--- src/rtl/cpu_pkg.sv ---
// rtl/cpu_pkg.sv - shared opcodes, field positions and state encoding for the CPU sequencer
package cpu_pkg;

  localparam int XLEN = 24;

  localparam int OP_MSB  = 23;
  localparam int OP_LSB  = 20;
  localparam int RY_MSB  = 19;
  localparam int RY_LSB  = 16;
  localparam int RA_MSB  = 15;
  localparam int RA_LSB  = 12;
  localparam int RB_MSB  = 11;
  localparam int RB_LSB  = 8;
  localparam int IMM_MSB = 7;
  localparam int IMM_LSB = 0;

  localparam logic [3:0] OP_ADD  = 4'b0000;
  localparam logic [3:0] OP_SUB  = 4'b0001;
  localparam logic [3:0] OP_MUL  = 4'b0010;
  localparam logic [3:0] OP_XOR  = 4'b0011;
  localparam logic [3:0] OP_INV  = 4'b0100;
  localparam logic [3:0] OP_AND  = 4'b0101;
  localparam logic [3:0] OP_OR   = 4'b0110;
  localparam logic [3:0] OP_JMP  = 4'b0111;
  localparam logic [3:0] OP_NOP  = 4'b1000;
  localparam logic [3:0] OP_LD   = 4'b1010;
  localparam logic [3:0] OP_ST   = 4'b1011;
  localparam logic [3:0] OP_ADDI = 4'b1100;
  localparam logic [3:0] OP_MULI = 4'b1101;

  // Code presented to the ALU whenever no ALU instruction is executing.
  localparam logic [3:0] ALU_NOP = 4'b1000;

  typedef enum logic [1:0] {
    ST_FETCH  = 2'd0,
    ST_DECODE = 2'd1,
    ST_EXEC   = 2'd2,
    ST_MEM    = 2'd3
  } state_t;

endpackage

--- src/rtl/cpu_instr_fields.sv ---
// rtl/cpu_instr_fields.sv - combinational split and classification of the instruction register
module cpu_instr_fields
  import cpu_pkg::*;
(
  input  logic [XLEN-1:0] ir,
  output logic [3:0]      opcode,
  output logic [3:0]      ry,
  output logic [3:0]      ra,
  output logic [3:0]      rb,
  output logic [7:0]      imm,
  output logic            is_alu,
  output logic            is_mem,
  output logic            is_ld,
  output logic            is_st,
  output logic            is_jmp,
  output logic            is_reserved
);

  assign opcode = ir[OP_MSB:OP_LSB];
  assign ry     = ir[RY_MSB:RY_LSB];
  assign ra     = ir[RA_MSB:RA_LSB];
  assign rb     = ir[RB_MSB:RB_LSB];
  assign imm    = ir[IMM_MSB:IMM_LSB];

  always_comb begin
    is_alu      = 1'b0;
    is_ld       = 1'b0;
    is_st       = 1'b0;
    is_jmp      = 1'b0;
    is_reserved = 1'b0;
    case (opcode)
      OP_ADD, OP_SUB, OP_MUL, OP_XOR,
      OP_INV, OP_AND, OP_OR,
      OP_ADDI, OP_MULI: is_alu = 1'b1;
      OP_JMP:           is_jmp = 1'b1;
      OP_NOP:           ;
      OP_LD:            is_ld = 1'b1;
      OP_ST:            is_st = 1'b1;
      default:          is_reserved = 1'b1;
    endcase
  end

  assign is_mem = is_ld | is_st;

endmodule

--- src/rtl/cpu_control_fsm.sv ---
// rtl/cpu_control_fsm.sv - multi-cycle fetch/decode/exec/mem sequencer owning the program counter
module cpu_control_fsm
  import cpu_pkg::*;
#(
  parameter logic [XLEN-1:0] PC_RESET = 24'h000000
) (
  input  logic            clk,
  input  logic            rst,
  output logic            imem_req,
  input  logic            imem_ack,
  input  logic [XLEN-1:0] imem_rdata,
  output logic [XLEN-1:0] pc,
  input  logic [XLEN-1:0] ra_data,
  output logic [3:0]      alu_control,
  output logic [7:0]      abs_val,
  output logic [3:0]      ra_sel,
  output logic [3:0]      rb_sel,
  output logic [3:0]      ry_sel,
  output logic            rf_we,
  output logic            wb_sel,
  output logic            dmem_req,
  output logic            dmem_we,
  output logic [XLEN-1:0] dmem_addr,
  input  logic            dmem_ack,
  output logic            illegal_op
);

  state_t          state;
  state_t          next_state;
  logic [XLEN-1:0] ir;

  logic [3:0] f_opcode;
  logic [3:0] f_ry;
  logic [3:0] f_ra;
  logic [3:0] f_rb;
  logic [7:0] f_imm;
  logic       f_is_alu;
  logic       f_is_mem;
  logic       f_is_ld;
  logic       f_is_st;
  logic       f_is_jmp;
  logic       f_is_reserved;

  logic imem_fire;
  logic dmem_fire;

  cpu_instr_fields u_fields (
    .ir          (ir),
    .opcode      (f_opcode),
    .ry          (f_ry),
    .ra          (f_ra),
    .rb          (f_rb),
    .imm         (f_imm),
    .is_alu      (f_is_alu),
    .is_mem      (f_is_mem),
    .is_ld       (f_is_ld),
    .is_st       (f_is_st),
    .is_jmp      (f_is_jmp),
    .is_reserved (f_is_reserved)
  );

  // Acks only count while the matching request is actually on the wire.
  assign imem_fire = (state == ST_FETCH) && imem_req && imem_ack;
  assign dmem_fire = (state == ST_MEM) && dmem_req && dmem_ack;

  always_ff @(posedge clk) begin
    if (rst) begin
      state <= ST_FETCH;
    end else begin
      state <= next_state;
    end
  end

  always_comb begin
    next_state = state;
    case (state)
      ST_FETCH:  if (imem_fire) next_state = ST_DECODE;
      ST_DECODE: next_state = ST_EXEC;
      ST_EXEC:   next_state = f_is_mem ? ST_MEM : ST_FETCH;
      ST_MEM:    if (dmem_fire) next_state = ST_FETCH;
      default:   next_state = ST_FETCH;
    endcase
  end

  // Requests are registered off next_state so they rise with entry to the
  // waiting state and fall the cycle after the accepting ack.
  always_ff @(posedge clk) begin
    if (rst) begin
      ir         <= '0;
      pc         <= PC_RESET;
      imem_req   <= 1'b0;
      dmem_req   <= 1'b0;
      dmem_we    <= 1'b0;
      dmem_addr  <= '0;
      rf_we      <= 1'b0;
      wb_sel     <= 1'b0;
      illegal_op <= 1'b0;
    end else begin
      if (imem_fire) begin
        ir <= imem_rdata;
      end
      imem_req <= (next_state == ST_FETCH);
      dmem_req <= (next_state == ST_MEM);
      dmem_we  <= (next_state == ST_MEM) && f_is_st;
      if ((state == ST_EXEC) && f_is_mem) begin
        dmem_addr <= ra_data;
      end
      rf_we      <= ((state == ST_DECODE) && f_is_alu) || (dmem_fire && f_is_ld);
      wb_sel     <= dmem_fire && f_is_ld;
      illegal_op <= (state == ST_DECODE) && f_is_reserved;
      if (state == ST_EXEC) begin
        if (f_is_jmp) begin
          pc <= ra_data;
        end else if (!f_is_mem) begin
          pc <= pc + XLEN'(1);
        end
      end else if (dmem_fire) begin
        pc <= pc + XLEN'(1);
      end
    end
  end

  // Loads write back to the Rb register, so the write select follows it.
  always_comb begin
    alu_control = ALU_NOP;
    if ((state == ST_EXEC) && f_is_alu) begin
      alu_control = f_opcode;
    end
    abs_val = f_imm;
    ra_sel  = f_ra;
    rb_sel  = f_rb;
    ry_sel  = f_is_ld ? f_rb : f_ry;
  end

endmodule

--- config.mk ---
export PLATFORM = sky130hd
export DESIGN_NAME = cpu_control_fsm
export DESIGN_NICKNAME = d
export VERILOG_FILES = /design/src/rtl/cpu_pkg.sv /design/src/rtl/cpu_instr_fields.sv /design/src/rtl/cpu_control_fsm.sv
export SDC_FILE = /design/constraint.sdc
export NUM_CORES = 1
export LEC_CHECK = 0
export CORE_MARGIN = 2
export CORE_UTILIZATION = 41
export CTS_CLUSTER_SIZE = 30
export DETAILED_ROUTE_END_ITERATION = 8
export PLACE_DENSITY = 0.74
export SYNTH_ARGS = -nofsm -noshare
export SYNTH_HDL_FRONTEND = slang
export SYNTH_SLANG_ARGS = --single-unit
export TNS_END_PERCENT = 50
--- constraint.sdc ---
create_clock -name clk -period 1.6 [get_ports clk]
set_clock_uncertainty 0.1 [all_clocks]
set_input_delay 0.32 -clock clk [delete_from_list [all_inputs] [get_ports clk]]
set_output_delay 0.32 -clock clk [all_outputs]
set_load 0.005 [all_outputs]
==> metrics.md <==
| Metric | Value |
|---|---|
| CP required | `1.18 ns` |
| Largest net degree at the start of global routing | `29` |
| Crit share post-route | `127%` |
| Ys flop type | `dfxtp_1` |
| Final Max Tran Viols | `0` |
| Slew margin rel. | `roughly 68%` |
| WL per Instance | `17.0 um` |
| Antenna violations before repair | `0` |
| Synth warnings | `0` |
| Mean Syn Cell Area | `around 8 um2` |
| Largest delay contributor family on the critical path | `simple AND/OR/NAND/NOR gates` |
| Non-filler cells, final | `roughly 800` |
| Cells after synthesis | `around 470` |
| Post-DP HPWL | `8.11 mm` |
| Fmax | `approximately 0.5 GHz` |
| Max-cap violations | `0` |
| Commonest non-fill, non-tap cell in the layout | `nand2_1` |
| Flop pwr share | `49.0%` |
| Clock share of power | `slightly below 40%` |
| Clock tree from TritonCTS | `done` |
| Initial DRC Count | `about 200` |
| Leakage | `roughly 0.0027 uW` |
| Worst hold-check slack | `just over 0.3 ns` |
| Finished layout cell area | `6330 um2` |
| Hold Vio Cnt, Final | `0` |
| Post-CTS Hold Fix Bufs | `0` |
| Ys async rst share | `0%` |
| DP Cell Count | `738` |
| Outcome | `finished with violations` |
| Initial DRT Pass Iterations | `5` |
| Share of layout cells above drive strength 1 | `between 30% and 40%` |
| Unrepaired setup endpoints after global routing | `yes` |
| CP Data Arrival Time | `roughly 1.6 ns` |
| Synth Net Count | `~520` |
| Placed cell area | `5570 um2` |
| Placer Congestion | `between 0.8 and 0.9` |
| Clk Latency, worst-skew pair | `around 0.36 ns` |
| Root buffer cell | `clkbuf_8` |
| Failing checks | `setup timing` |
| Synth cell types | `53` |
| Die W | `between 90 and 100 um` |
| Type of element launching the critical path | `flip-flop` |
| Nets | `~730` |
| Vias | `approximately 4400` |
| Register area share after synthesis | `43.5%` |
| Starting density of the core | `about 42%` |
| Total Routing Usage GR | `26.1%` |
| DR DRC count | `0` |
| Critical Path Most Common Cell | `buf_6` |
| Worst-path clk slew | `0.08 ns` |
| Tightest Pin Transition | `0.480 ns` |
| Post-Syn Area | `3680 um2` |
| Fin worst setup slack | `-0.430 ns` |
| IO Count | `130` |
| Minimum clock period | `just over 2 ns` |
| Die area | `~9700 um2` |
| VDD IR max | `451 uV` |
| First-pass GRT wire length | `approximately 21 mm` |
| Gr ovfl total | `0` |
| P_int | `between 3000 and 4000 uW` |
| Buffer depth of the longest clock path | `2` |
| Commonest cells after routing, fill and taps aside | `114 x nand2_1, 74 x a21oi_1, 72 x buf_4, 65 x dlygate4sd2_1, 50 x clkdlybuf4s50_1` |
| Vias/cell | `~5.5` |
| # setup viols final | `32` |
| Post-route ant nets | `0` |
| Port bufs | `about 130` |
| CTS Buf Count | `9` |
| H-tree lvl count | `3` |
| CP cell instances | `nand3b_1 -> nor2_4 -> buf_6 -> mux2_4 -> buf_6` |
| Die height | `98.7 um` |
| Pwr dens | `around 660 nW/um2` |
| Final core utilization | `72.6%` |
| Clock sinks | `80` |
| Register bit total from synthesis | `80` |
| Routed wire length | `~13 mm` |
| WS Path Type | `reg -> out` |
| Net Sw Power | `977 uW` |
| # rows | `34` |
| Core area | `about 8700 um2` |
| Comb pwr share | `~11%` |
| HP Class | `in -> reg` |
| Number of synthesized flops with an enable pin | `0` |
| P&R area growth vs syn | `72.0%` |
| Net Sw Frac | `between 20% and 30%` |
| ANT cells | `0` |
| Crit-path slowest cell | `dfxtp_2` |
| Vias in the first global route | `4262` |
| Worst Path Max Fanout | `3` |
| CP endpoint kind | `primary output` |
| CP max stage delay | `around 0.33 ns` |
| Buf+Inv Stages, Crit Path | `2` |
==> cell type report <==
type	count	area, um2
Clock buffer	11	141
Clock inverter	4	70.1
Fill cell	655	2390
Inverter	6	22.5
Multi-Input combinational cell	350	2130
Sequential cell	80	1670
Tap cell	108	135
Timing Repair Buffer	227	2160
==> sequential cells by signal, indices dropped and copies added (netlist names) <==
register / cells
dmem_addr: 24
ir: 24
pc: 24
state: 2
dmem_req: 1
dmem_we: 1
illegal_op: 1
imem_req: 1
rf_we: 1
wb_sel: 1
==> cell families after synthesis <==
| kind of cell | Yosys count | share of synthesized area [%] |
|---|---|---|
| DFF | 80 | 43.5 |
| AOI/OAI and AO/OA | 134 | 21.6 |
| muxes | 7 | 2.04 |
| and+or+nand+nor | 205 | 27.0 |
| buffers and inverters | 42 | 5.51 |
| adders and majority gates | 1 | 0.340 |
==> power by group through the flow <==
stage,clock network (uW),registers [uW],logic [uW]
CTS,1660,2050,457
floorplan,0,2090,150
global route,1750,2050,506
global placement,0,2090,422
detailed placement,0,2090,428
finish,1650,2050,475
==> cell usage after synthesis, drive strengths merged (6+ instances only) <==
master	instances	area share [%]
and2	6	1.0
nand3	12	2.0
nor3	11	2.1
nor2	17	1.7
buf	14	2.7
o21ai	16	2.2
nand2	118	12
or3	7	1.3
clkbuf	22	2.2
inv	6	0.61
and3	6	1.0
a21o	7	1.4
nand2b	6	1.2
dfxtp	80	44
a21oi	84	12
==> metrics by stage <==
step	power, uW	setup TNS [ns]	worst slack, ns
after floorplan	2240	-0.740	-0.0424
final	4180	-6.62	-0.430
after global placement	2510	-7.42	-0.294
after global routing	4310	-8.75	-0.481
after detailed placement	2520	-8.55	-0.360
after CTS	4160	-6.12	-0.421
==> per-layer routing <==
layer	up-vias	share of wire [%]	global-route usage, %	routed length (um)
met5	-	0	0	0
met4	0	2.1	7.59	285
li1	2048	-	-	-
met3	27	9.3	9.79	1250
met2	220	51	46.9	6790
met1	2065	38	28.8	5020
==> worst reg2reg max path: stages, from the launching register on <==
cell and delay [ns]:
dfxtp_2 0.33, nand3b_1 0.22, buf_4 0.20, o211ai_1 0.16, buf_4 0.21, buf_12 0.12
buf_16 0.11, nor2_1 0.04, mux2i_1 0.12, o22ai_1 0.10
==> final timing paths <==
path | start | endpoint | slack (ns) | depth (start not counted)
worst max register to register | ir[22] | pc[23] | -0.23 | 9
worst min register to register | ir[3] | ir[3] | 0.35 | 2
worst min-delay path | rst | dmem_addr[21] | 0.31 | 2
worst max-delay path | ir[22] | ry_sel[2] | -0.43 | 5
==> what timing repair did <==
action                                  in CTS  in global routing
resized for setup                          163                 42
endpoints found under the setup margin      99                 37
pin swaps                                   12                 20
endpoints found under the hold margin        0                  0
gates cloned                                 7                  1
setup buffers                               23                  6
Note: power is estimated with default switching activity, not from simulation.
